===== src/rtl/instr_fetch_unit_if.sv =====
// Fetch-unit bus bundle: instruction-memory request/response, execute redirect and decode handoff.
// Latency: none (wires only).
// Backpressure: imem_req_ready stalls requests, instr_ready holds the decode handoff.
interface instr_fetch_unit_if #(
    parameter int WIDTH = 32
);
    logic             imem_req_valid;
    logic             imem_req_ready;
    logic [WIDTH-1:0] imem_req_addr;
    logic             imem_rsp_valid;
    logic [31:0]      imem_rsp_data;
    logic             redirect_valid;
    logic [WIDTH-1:0] redirect_target;
    logic             instr_valid;
    logic             instr_ready;
    logic [31:0]      instr_data;
    logic [WIDTH-1:0] instr_pc;

    // Fetch unit side
    modport master (
        output imem_req_valid,
        input  imem_req_ready,
        output imem_req_addr,
        input  imem_rsp_valid,
        input  imem_rsp_data,
        input  redirect_valid,
        input  redirect_target,
        output instr_valid,
        input  instr_ready,
        output instr_data,
        output instr_pc
    );

    // Memory / execute / decode side
    modport slave (
        input  imem_req_valid,
        output imem_req_ready,
        input  imem_req_addr,
        output imem_rsp_valid,
        output imem_rsp_data,
        output redirect_valid,
        output redirect_target,
        input  instr_valid,
        output instr_ready,
        input  instr_data,
        input  instr_pc
    );
endinterface


===== src/rtl/instr_fetch_unit.sv =====
// Instruction fetch: holds the PC, issues one outstanding imem request, hands word+PC to decode.
// Latency: 3 cycles minimum per instruction (request accepted, response, decode handshake).
// Backpressure: waits on imem_req_ready and instr_ready; FETCH_MISALIGN_CHECK_EN adds a sticky misalign halt.
module instr_fetch_unit #(
    parameter int               WIDTH    = 32,
    parameter logic [WIDTH-1:0] RESET_PC = '0
) (
    input  logic clk,
    input  logic rst_n,
    instr_fetch_unit_if.master bus
`ifdef FETCH_MISALIGN_CHECK_EN
    ,
    output logic misalign_fault
`endif
);

    typedef enum logic [2:0] {
        BOOT,
        REQ,
        WAIT,
        DROP,
        OUT
`ifdef FETCH_MISALIGN_CHECK_EN
        ,
        HALT
`endif
    } state_t;

    state_t           state_q, state_d;
    logic [WIDTH-1:0] pc_q, pc_d;
    logic [31:0]      data_q, data_d;
    logic [WIDTH-1:0] ipc_q, ipc_d;
    logic             req_vld;
    logic             out_vld;
    logic             fault_q, fault_d;

    // State, PC and captured instruction registers
    always_ff @(posedge clk) begin
        if (!rst_n) begin
            state_q <= BOOT;
            pc_q    <= RESET_PC;
            data_q  <= '0;
            ipc_q   <= '0;
            fault_q <= 1'b0;
        end else begin
            state_q <= state_d;
            pc_q    <= pc_d;
            data_q  <= data_d;
            ipc_q   <= ipc_d;
            fault_q <= fault_d;
        end
    end

    // Next-state and output decode; redirect wins over every other event
    always_comb begin
        state_d = state_q;
        pc_d    = pc_q;
        data_d  = data_q;
        ipc_d   = ipc_q;
        fault_d = fault_q;
        req_vld = 1'b0;
        out_vld = 1'b0;

        case (state_q)
            BOOT: begin
                state_d = REQ;
                if (bus.redirect_valid) pc_d = bus.redirect_target;
            end
            REQ: begin
                req_vld = 1'b1;
                if (bus.redirect_valid) begin
                    // A request accepted this cycle is already stale
                    pc_d    = bus.redirect_target;
                    state_d = bus.imem_req_ready ? DROP : REQ;
                end else if (bus.imem_req_ready) begin
                    state_d = WAIT;
                end
            end
            WAIT: begin
                if (bus.redirect_valid) begin
                    pc_d    = bus.redirect_target;
                    state_d = bus.imem_rsp_valid ? REQ : DROP;
                end else if (bus.imem_rsp_valid) begin
                    data_d  = bus.imem_rsp_data;
                    ipc_d   = pc_q;
                    state_d = OUT;
                end
            end
            DROP: begin
                if (bus.redirect_valid) pc_d = bus.redirect_target;
                if (bus.imem_rsp_valid) state_d = REQ;
            end
            OUT: begin
                out_vld = 1'b1;
                if (bus.redirect_valid) begin
                    pc_d    = bus.redirect_target;
                    state_d = REQ;
                end else if (bus.instr_ready) begin
                    pc_d    = pc_q + WIDTH'(4);
                    state_d = REQ;
                end
            end
`ifdef FETCH_MISALIGN_CHECK_EN
            HALT: begin
                // Parked until reset; any late response is simply ignored
                state_d = HALT;
            end
`endif
            default: state_d = BOOT;
        endcase

`ifdef FETCH_MISALIGN_CHECK_EN
        // Misaligned target overrides whatever the state decode chose
        if (bus.redirect_valid && (bus.redirect_target[1:0] != 2'b00)) begin
            fault_d = 1'b1;
            pc_d    = bus.redirect_target;
            state_d = HALT;
        end
`endif
    end

    assign bus.imem_req_valid = req_vld;
    assign bus.imem_req_addr  = pc_q;
    assign bus.instr_valid    = out_vld;
    assign bus.instr_data     = data_q;
    assign bus.instr_pc       = ipc_q;

`ifdef FETCH_MISALIGN_CHECK_EN
    assign misalign_fault = fault_q;
`else
    // Fault flag has no consumer without the misalign check
    logic unused_fault;
    assign unused_fault = fault_q ^ fault_d;
`endif

endmodule


===== src/flat_wrapper.sv =====
// flat-port wrapper written by rule: the top's interface ports become plain ports
module instr_fetch_unit_flat 
#(
    parameter int               WIDTH    = 32,
    parameter logic [WIDTH-1:0] RESET_PC = '0
)
  (clk, rst_n, bus_imem_req_valid, bus_imem_req_ready, bus_imem_req_addr, bus_imem_rsp_valid, bus_imem_rsp_data, bus_redirect_valid, bus_redirect_target, bus_instr_valid, bus_instr_ready, bus_instr_data, bus_instr_pc);
  instr_fetch_unit_if #(.WIDTH(WIDTH)) bus_i ();
  input  logic clk;
  input  logic rst_n;
  output wire logic [$bits(bus_i.imem_req_valid)-1:0] bus_imem_req_valid;
  input wire logic [$bits(bus_i.imem_req_ready)-1:0] bus_imem_req_ready;
  output wire logic [$bits(bus_i.imem_req_addr)-1:0] bus_imem_req_addr;
  input wire logic [$bits(bus_i.imem_rsp_valid)-1:0] bus_imem_rsp_valid;
  input wire logic [$bits(bus_i.imem_rsp_data)-1:0] bus_imem_rsp_data;
  input wire logic [$bits(bus_i.redirect_valid)-1:0] bus_redirect_valid;
  input wire logic [$bits(bus_i.redirect_target)-1:0] bus_redirect_target;
  output wire logic [$bits(bus_i.instr_valid)-1:0] bus_instr_valid;
  input wire logic [$bits(bus_i.instr_ready)-1:0] bus_instr_ready;
  output wire logic [$bits(bus_i.instr_data)-1:0] bus_instr_data;
  output wire logic [$bits(bus_i.instr_pc)-1:0] bus_instr_pc;
  assign bus_imem_req_valid = bus_i.imem_req_valid;
  assign bus_i.imem_req_ready = bus_imem_req_ready;
  assign bus_imem_req_addr = bus_i.imem_req_addr;
  assign bus_i.imem_rsp_valid = bus_imem_rsp_valid;
  assign bus_i.imem_rsp_data = bus_imem_rsp_data;
  assign bus_i.redirect_valid = bus_redirect_valid;
  assign bus_i.redirect_target = bus_redirect_target;
  assign bus_instr_valid = bus_i.instr_valid;
  assign bus_i.instr_ready = bus_instr_ready;
  assign bus_instr_data = bus_i.instr_data;
  assign bus_instr_pc = bus_i.instr_pc;
  instr_fetch_unit #(.WIDTH(WIDTH), .RESET_PC(RESET_PC)) u_core (.clk(clk), .rst_n(rst_n), .bus(bus_i));
endmodule

===== config.mk =====
export PLATFORM = sky130hd
export DESIGN_NAME = instr_fetch_unit_flat
export DESIGN_NICKNAME = d
export VERILOG_FILES = /design/src/rtl/instr_fetch_unit_if.sv /design/src/rtl/instr_fetch_unit.sv /design/src/flat_wrapper.sv
export SDC_FILE = /design/constraint.sdc
export NUM_CORES = 1
export LEC_CHECK = 0
export BUFFER_PORTS_ARGS = -buffer_cell sky130_fd_sc_hd__buf_2
export CORE_ASPECT_RATIO = 0.6
export CORE_UTILIZATION = 28
export DETAILED_ROUTE_END_ITERATION = 6
export PLACE_DENSITY = 0.58
export SETUP_SLACK_MARGIN = 0.02
export SYNTH_ARGS = -nofsm -noshare
export SYNTH_HDL_FRONTEND = slang
export SYNTH_SLANG_ARGS = --single-unit

===== constraint.sdc =====
create_clock -name clk -period 3.25 [get_ports clk]
set_clock_uncertainty 0.15 [all_clocks]
set_input_delay 0 -clock clk [delete_from_list [all_inputs] [get_ports clk]]
set_output_delay 0 -clock clk [all_outputs]
set_load 0.01 [all_outputs]

==> results of run 1 <==
cell usage after synthesis (6+ instances only):
| master | instances |
|---|---|
| dfxtp_1 | 99 |
| o22ai_1 | 8 |
| a22oi_1 | 7 |
| nand3_1 | 11 |
| a21oi_1 | 85 |
| nand2_1 | 159 |
| clkbuf_1 | 36 |
| nor3_1 | 13 |
| and3_1 | 6 |
| nor2_1 | 35 |
| o21ai_0 | 20 |
registers in the layout (all words and copies together) (netlist names):
signal,cells
u_core.bus.instr_pc,32
u_core.bus.imem_req_addr,32
u_core.state_q,3
u_core.bus.instr_data,32
cells by family (layout without fill, tap and decap cells):
kind of cell,Yosys count,in the layout
muxes,4,4
buffers and inverters,44,269
AOI/OAI and AO/OA,154,154
and+or+nand+nor,264,264
DFF,99,99
adders and majority gates,1,1
metrics by stage:
step	hold slack (ns)	util (%)	cells	power [mW]
2_1_floorplan	-0.0140	-	566	1.47
3_3_place_gp	0.0959	36.3	900	1.61
3_5_place_dp	0.0982	36.3	900	1.61
4_1_cts	0.00719	43.3	989	2.81
5_1_grt	0.0545	43.3	989	2.90
6_report	0.0287	43.3	989	2.77
tightest hold or removal path, delay by kind of cell:
family / cells / cell delay (ns)
buf+inv: 1 / 0.19
simple gates: 1 / 0.17
compound gates: 1 / 0.10
power by group through the flow:
stage	combinational (mW)	sequential, mW	clock, mW
final	0.341	1.32	1.12
after global routing	0.372	1.32	1.20
after CTS	0.339	1.31	1.15
after detailed placement	0.267	1.34	0
after global placement	0.266	1.34	0
after floorplan	0.137	1.33	0
how the worst max path moves through the flow:
stage                                           start                      endpoint  slack, ns
after detailed placement  u_core.bus.imem_req_addr[2]  u_core.bus.imem_req_addr[28]       0.81
after floorplan           u_core.bus.imem_req_addr[2]  u_core.bus.imem_req_addr[28]       1.22
final                     u_core.bus.imem_req_addr[2]  u_core.bus.imem_req_addr[30]       0.25
after global placement    u_core.bus.imem_req_addr[2]  u_core.bus.imem_req_addr[28]       0.81
after CTS                 u_core.bus.imem_req_addr[2]  u_core.bus.imem_req_addr[30]       0.27
after global routing      u_core.bus.imem_req_addr[2]  u_core.bus.imem_req_addr[30]       0.08
layout make-up:
type	instances	area share [%]
multi-input combinational	423	34.2
clock buffer	9	3.52
tap	198	3.87
inverter	2	0.117
clock inverter	7	1.27
timing repair buffer	251	26.0
sequential	99	31.0
metal layers:
layer | track usage (%) | part of all wire [%]
met2 | 27.7 | 42
met5 | 0 | 0
met4 | 3.27 | 0.74
met1 | 27.4 | 50
met3 | 5.35 | 7.3
==> reports/metrics.csv, run 1 <==
metric,value,unit
status,completed,
die_x,162,um
leakage,2.70,nW
swShare,26.7,%
areaGrowthSynthToFinish,47.9,%
path_max_fanout,8,
globalRouteOverflowTotal,0,
worst_path_largest_cell_delay,0.55,ns
ir_drop,231,uV
setup-violations-final,0,
pwr-share-seq,47.5,%
cp-end-kind,flip-flop,
drtIter0Drc,390,
yosys.area_share.adder,0.289,%
crit_cells,7,
yosys-top-cells-area,"dfxtp_1 46%, nand2_1 14%, a21oi_1 9.8%",
min_from,bus_redirect_valid,
p_comb_share,12.3,%
ys_seq_area_share,45.8,%
synthFlopType,dfxtp_1,
required,3.33,ns
post_cts_buffers,0,
worstRegToRegCells,7,
grt_start_max_net_pins,58,
synthCells,566,
clock_sinks,99,
whs_endpoint,u_core.state_q[2],
tns,0,ns
syn-num-nets,637,
io_buffers,167,
wl_per_cell,15.1,um
synth_top_family_by_area,simple AND/OR/NAND/NOR gates,
crit_arrival,3.08,ns
seqCellArea,1980,um^2
synthDistinctLibCells,55,
cts_max_level,3,
yosysTopAreaCell,dfxtp_1,
p_sw,0.739,mW
hpwl,9980,um
clock_latency,0.35,ns
synth_top_area_share,45.8,%
vias,4822,
crit_slowest_cell,dlygate4sd3_1,
multiInputGateArea,2190,um^2
cts_tree,built,
drc,0,
drt-pass1-iter-count,5,
r2r-start,u_core.bus.imem_req_addr[2],
async_flop_share,0,%
synth_xor_area_share,0,%
worstMarginPinSlew,0.734,ns
p_int,2.03,mW
post_dp_cell_area,5360,um^2
chipHeight,98.2,um
post_cts_resize_count,0,
muxShareOfSynthArea,0.926,%
design_area,6390,um^2
synth_compound_area_share,21.0,%
antenna_found_initial,0,
cp_cell_sequence,ha_1 -> nand3_1 -> nor2_1 -> nand4_2 -> o2111a_1 -> a211o_1 -> dlygate4sd3_1,
vias_per_cell,4.88,
final_nets,857,
nFillCells,1474,
relSlewSlack,51.0,%
synth-edff-count,0,
critPathLaunchType,flip-flop,
yosysWarningCount,0,
fp-row-count,34,
gp_congestion,0.801,
wl,14900,um
clock_path_buffers,2,
power_frac_clock,40.2,%
hold_path_depth,3,
ys_ff_latch,99,
grt.total_usage,18.9,%
grt_pass1_wl,23900,um
worst_slack,0.250,ns
worstSetupPathType,reg -> reg,
grt_pass1_vias,4481,
finalWorstPathRequiredPeriod,3.00,ns
final_cell_mix,"167 x buf_2, 159 x nand2_1, 99 x dfxtp_1",
cts.clk_slew.worst_paths,0.07,ns
cts_hold_buffers,73,
drive_gt1_share,25.9,%
dpl_worst_slack,0.808,ns
synth_area,4320,um^2
cp_top_family,simple AND/OR/NAND/NOR gates,
ant_nets,0,
antenna_cells,0,
fmax,0.333,GHz
regToRegEndpoint,u_core.bus.imem_req_addr[30],
synthSimpleGateAreaFrac,28.0,%
numCtsBuffers,9,
hold_viol,0,
finalCritPeriodShare,92.3,%
holdCritPathClass,in -> reg,
final-max-slew-violation-count,0,
core_area,14800,um^2
maxCapViolations,0,
start_util,29.3,%
powerDensity,434,nW/um^2
cp_num_buf_inv,1,
pin_count,168,
clockRootBuffer,clkbuf_16,
die_area,16000,um^2
avgSynthCellArea,7.64,um^2
r2r_setup_slack,0.25,ns
rsz0062_at_grt,no,
final_common_cell,buf_2,
No activity file was read; power rests on OpenSTA's default activity.
==> run 2: changes to the inputs <==
--- a/config.mk
+++ b/config.mk
@@ -9,8 +9,10 @@
 export CORE_ASPECT_RATIO = 0.6
 export CORE_UTILIZATION = 28
 export DETAILED_ROUTE_END_ITERATION = 6
-export PLACE_DENSITY = 0.58
+export HOLD_SLACK_MARGIN = 0.1
+export PLACE_DENSITY = 0.6
 export SETUP_SLACK_MARGIN = 0.02
 export SYNTH_ARGS = -nofsm -noshare
 export SYNTH_HDL_FRONTEND = slang
 export SYNTH_SLANG_ARGS = --single-unit
+export TNS_END_PERCENT = 20
==> constraint.sdc (replaced) <==
create_clock -name clk -period 2.45 [get_ports clk]
set_clock_uncertainty 0.15 [all_clocks]
set_input_delay 0 -clock clk [delete_from_list [all_inputs] [get_ports clk]]
set_output_delay 0 -clock clk [all_outputs]
set_load 0.01 [all_outputs]
==> run 2 against run 1 <==
Compared with the run above:
- non-clock buffer count rose by 6
- design area increased by 1.3%
- global-route usage is 0.82 points lower
- fmax is 30% higher
- die area is the same
- routed wire length decreased by 3.1%
- sequential power rose by 31%
==> reports/metrics.csv, run 2 (synthesized netlist as in run 1, its figures left out) <==
metric,value,unit,change
powerDensity,583,nW/um^2,+34%
holdCritPathClass,in -> reg,,
nFillCells,1483,,+0.61%
io_buffers,167,,unchanged
whs,0.166,ns,+0.137 ns
ant_nets,0,,unchanged
start_util,29.3,%,unchanged
hold_viol,0,,unchanged
final_cells,995,,+0.61%
fp-row-count,34,,unchanged
worstMarginPinSlew,0.663,ns,-0.0701 ns
cts_max_level,3,,unchanged
drc,0,,unchanged
cp_cell_sequence,buf_4 -> o21ai_1 -> nand2_1 -> o21ai_0 -> dlygate4sd3_1 -> a311oi_1,,
drt-pass1-iter-count,4,,-1
maxCapViolations,0,,unchanged
antenna_found_initial,0,,unchanged
hpwl,9610,um,-3.7%
post_dp_cell_area,5410,um^2,+1.1%
numCtsBuffers,9,,unchanged
path_max_fanout,10,,+2
placedCellCount,906,,+0.67%
worst_path_largest_cell_delay,0.57,ns,+0.02 ns
rsz0062_at_grt,yes,,
relSlewSlack,55.7,%,+4.7 points
cts_tree,built,,
final_cell_mix,"167 x buf_2, 159 x nand2_1, 99 x dfxtp_1",,
finalCritPeriodShare,94.5,%,+2.2 points
finalWorstPathRequiredPeriod,2.32,ns,-0.685 ns
core_area,14800,um^2,unchanged
fmax,0.432,GHz,+30%
clock_latency,0.34,ns,about the same
clock_sinks,99,,unchanged
antenna_cells,0,,unchanged
drive_gt1_share,26.7,%,+0.81 points
crit_slowest_cell,dlygate4sd3_1,,
wl_per_cell,14.6,um,-3.6%
die_x,162,um,unchanged
grt_start_max_net_pins,59,,+1.7%
tns,0,ns,unchanged
clockRootBuffer,clkbuf_16,,
wl,14500,um,-3.1%
clock_path_buffers,2,,unchanged
grt_pass1_wl,22800,um,-4.5%
required,2.55,ns,-0.78 ns
final_common_cell,buf_2,,
areaGrowthSynthToFinish,49.8,%,
grt.total_usage,18.1,%,-0.82 points
globalRouteOverflowTotal,0,,unchanged
drtIter0Drc,359,,-7.9%
crit_arrival,2.41,ns,-0.67 ns
pin_count,168,,unchanged
cp-end-kind,flip-flop,,
vias_per_cell,4.84,,-0.75%
final-max-slew-violation-count,0,,unchanged
worstSetupPathType,reg -> reg,,
gp_congestion,0.765,,-4.5%
setup-violations-final,0,,unchanged
grt_pass1_vias,4356,,-2.8%
leakage,2.73,nW,+1.3%
design_area,6470,um^2,+1.3%
ir_drop,314,uV,+36%
chipHeight,98.2,um,unchanged
status,completed,,
p_total,3.77,mW,+36%
cts.clk_slew.worst_paths,0.07,ns,about the same
critPathLaunchType,flip-flop,,
final_nets,863,,+0.70%
vias,4815,,-0.15%
die_area,16000,um^2,unchanged
-- run 2: cell count changes in the layout (fill, tap and decap cells not counted), sizes merged --
cell    previous run  this run
inv                5         4
bufinv             1         2
buf              178       184
-- run 2: layout make-up --
| class | count | area (um^2) | share of cell area, % |
|---|---|---|---|
| Inverter | 2 | 7.51 | 0.116 |
| Sequential cell | 99 | 1980 | 30.6 |
| Tap cell | 198 | 248 | 3.83 |
| Timing Repair Buffer | 257 | 1720 | 26.6 |
| Clock inverter | 7 | 98.8 | 1.53 |
| Clock buffer | 9 | 225 | 3.48 |
| Multi-Input combinational cell | 423 | 2190 | 33.9 |
-- run 2: repair_timing --
action	4_1_cts	5_1_grt
hold buffers	73	0
resized for setup	0	2
buffers inserted	0	0
endpoints found under the hold margin	67	0
endpoints found under the setup margin	0	3
-- run 2: layer usage --
metal | part of all wire, % | track usage, % | up-vias | routed length (um)
met1 | 51 | 26.2 | 2201 | 7390
li1 | - | - | 2431 | -
met3 | 7.0 | 4.76 | 12 | 1020
met2 | 41 | 26.7 | 171 | 5950
met4 | 0.92 | 3.56 | 0 | 134
met5 | 0 | 0 | - | 0
-- run 2: final timing paths --
path                            cells after the start                           end  slack [ns]                       from
worst max register to register                      6  u_core.bus.imem_req_addr[17]        0.13          u_core.state_q[0]
worst min register to register                      2     u_core.bus.instr_data[23]        0.30  u_core.bus.instr_data[23]
worst min-delay path                                6       u_core.bus.instr_pc[23]        0.17         bus_imem_rsp_valid
worst max-delay path                                6  u_core.bus.imem_req_addr[17]        0.13          u_core.state_q[0]
-- run 2: where the power goes --
group / internal, mW / switching, mW
Clock: 0.904 / 0.664
Sequential: 1.66 / 0.0727
Combinational: 0.241 / 0.232
-- run 2: stage by stage --
step                      worst slack (ns)  utilization [%]
final                                0.135             43.9
after detailed placement             0.230             36.7
after global placement               0.264             36.7
after global routing              -0.00412             43.9
after CTS                            0.139             43.8
after floorplan                      0.423                -
-- run 2: critical path, delay by kind of cell, from the launching register on --
family	cells	cell delay (ns)
simple gates	1	0.35
flops	1	0.46
compound gates	3	0.49
buf+inv	2	0.77
==> run 3: changes to the inputs <==
--- a/config.mk
+++ b/config.mk
@@ -10,7 +10,7 @@
 export CORE_UTILIZATION = 28
 export DETAILED_ROUTE_END_ITERATION = 6
 export HOLD_SLACK_MARGIN = 0.1
-export PLACE_DENSITY = 0.6
+export PLACE_DENSITY = 0.58
 export SETUP_SLACK_MARGIN = 0.02
 export SYNTH_ARGS = -nofsm -noshare
 export SYNTH_HDL_FRONTEND = slang
==> constraint.sdc (replaced) <==
create_clock -name clk -period 2.48 [get_ports clk]
set_clock_uncertainty 0.15 [all_clocks]
set_input_delay 0 -clock clk [delete_from_list [all_inputs] [get_ports clk]]
set_output_delay 0 -clock clk [all_outputs]
set_load 0.01 [all_outputs]
==> run 3 against run 2 <==
Compared with the run above:
- global-route usage up 0.47 points
- critical endpoint is now u_core.state_q[0]
- worst setup slack improved by 0.067 ns
- via count is 0.19% higher
==> reports/metrics.csv, run 3 (synthesized netlist as in run 1, its figures left out) <==
metric,value,unit,change
cts.clk_slew.worst_paths,0.07,ns,about the same
holdCritPathClass,in -> reg,,
worstSetupPathType,reg -> reg,,
gp_congestion,0.809,,+5.6%
grtUsageMet1,26.9,%,+0.76 points
clockRootBuffer,clkbuf_16,,
globalRouteOverflowTotal,0,,unchanged
vias,4824,,+0.19%
hpwl,9660,um,+0.52%
final_nets,860,,-0.35%
die_x,162,um,unchanged
wl_per_cell,14.9,um,+2.0%
die_area,16000,um^2,unchanged
finalCritPeriodShare,91.9,%,-2.6 points
worstMarginPinSlew,0.651,ns,-0.0129 ns
drtIter0Drc,442,,+23%
grt_start_max_net_pins,66,,+12%
critPathLaunchType,flip-flop,,
powerDensity,581,nW/um^2,-0.33%
io_buffers,167,,unchanged
grt.total_usage,18.5,%,+0.47 points
final_cell_mix,"167 x buf_2, 159 x nand2_1, 99 x dfxtp_1",,
maxCapViolations,0,,unchanged
path_max_fanout,6,,-4
clock_latency,0.35,ns,about the same
grt_pass1_vias,4435,,+1.8%
setup-violations-final,0,,unchanged
placedCellCount,904,,-0.22%
finalWorstPathRequiredPeriod,2.28,ns,-0.0371 ns
pin_count,168,,unchanged
p_total,3.76,mW,-0.44%
ant_nets,0,,unchanged
crit_arrival,2.37,ns,-0.04 ns
rsz0062_at_grt,no,,
areaGrowthSynthToFinish,49.6,%,
final_common_cell,buf_2,,
clock_sinks,99,,unchanged
status,completed,,
hold_viol,0,,unchanged
required,2.57,ns,+0.02 ns
ir_drop,362,uV,+16%
post_cts_buffers,0,,unchanged
final_cells,992,,-0.30%
antenna_cells,0,,unchanged
final-max-slew-violation-count,0,,unchanged
clock_path_buffers,2,,unchanged
leakage,2.73,nW,about the same
grt_use_met2,27.7,%,+0.99 points
fp-row-count,34,,unchanged
cts_max_level,3,,unchanged
cts_tree,built,,
grt_use_met3,4.55,%,-0.21 points
tns,0,ns,unchanged
busiest_layer,met2,,
drc,0,,unchanged
wl,14700,um,+1.7%
vias_per_cell,4.86,,+0.49%
antenna_found_initial,0,,unchanged
grt_pass1_wl,23300,um,+2.4%
chipHeight,98.2,um,unchanged
cp-end-kind,flip-flop,,
drt-pass1-iter-count,5,,+1
drive_gt1_share,26.4,%,-0.28 points
core_area,14800,um^2,unchanged
relSlewSlack,56.6,%,+0.92 points
numCtsBuffers,9,,unchanged
fmax,0.439,GHz,+1.6%
start_util,29.3,%,unchanged
-- run 3: cell types whose count changed in the layout (fill, tap and decap cells not counted), sizes merged --
cell | before | now
buf | 184 | 182
clkinv | 2 | 1
dlygate4sd3 | 73 | 72
inv | 4 | 5
-- run 3: metal layers --
layer / share of wire [%] / vias up
li1: - / 2425
met1: 50 / 2209
met2: 41 / 181
met3: 8.0 / 9
met4: 0.58 / 0
met5: 0 / -
-- run 3: critical path: stages (launching register included) --
cell and delay [ns]:
dfxtp_1 0.47, buf_4 0.20, nor2b_2 0.21, a22oi_1 0.15
nor3_1 0.15, a21oi_1 0.06, o2111a_1 0.23, dlygate4sd3_1 0.55
-- run 3: timing repair --
action,4_1_cts,5_1_grt
resized for setup,0,1
hold buffers,72,0
setup endpoints to repair,0,1
hold endpoints to repair,67,0
-- run 3: report_power, final --
group	total, mW	leakage, nW	switching (mW)	internal, mW
Clock	1.58	0.160	0.673	0.905
Combinational	0.470	1.77	0.233	0.237
Sequential	1.71	0.805	0.0696	1.64
Total	3.76	2.73	0.976	2.78
-- run 3: layout make-up --
| class | count | area [um^2] |
|---|---|---|
| Fill cell | 1517 | 8290 |
| Multi-Input combinational cell | 423 | 2190 |
| Sequential cell | 99 | 1980 |
| Timing Repair Buffer | 254 | 1710 |
| Tap cell | 198 | 248 |
| Clock buffer | 9 | 225 |
| Clock inverter | 7 | 108 |
| Inverter | 2 | 7.51 |
-- run 3: worst paths after layout --
check	slack, ns	cells past startpoint	startpoint	to
hold reg to reg	0.30	2	u_core.bus.instr_data[2]	u_core.bus.instr_data[2]
hold / removal	0.29	4	bus_imem_rsp_data[28]	u_core.bus.instr_data[28]
setup / recovery	0.20	7	u_core.state_q[0]	u_core.state_q[0]
setup reg to reg	0.20	7	u_core.state_q[0]	u_core.state_q[0]
-- run 3: stage by stage --
step | utilization, % | cell area [um^2] | hold WS (ns) | worst slack, ns
global route | 43.8 | 6470 | 0.280 | 0.0302
CTS | 43.8 | 6460 | 0.267 | 0.135
global placement | 36.7 | 5410 | 0.0961 | 0.363
detailed placement | 36.7 | 5410 | 0.0975 | 0.280
finish | 43.8 | 6470 | 0.286 | 0.202
floorplan | - | 4320 | -0.0140 | 0.453
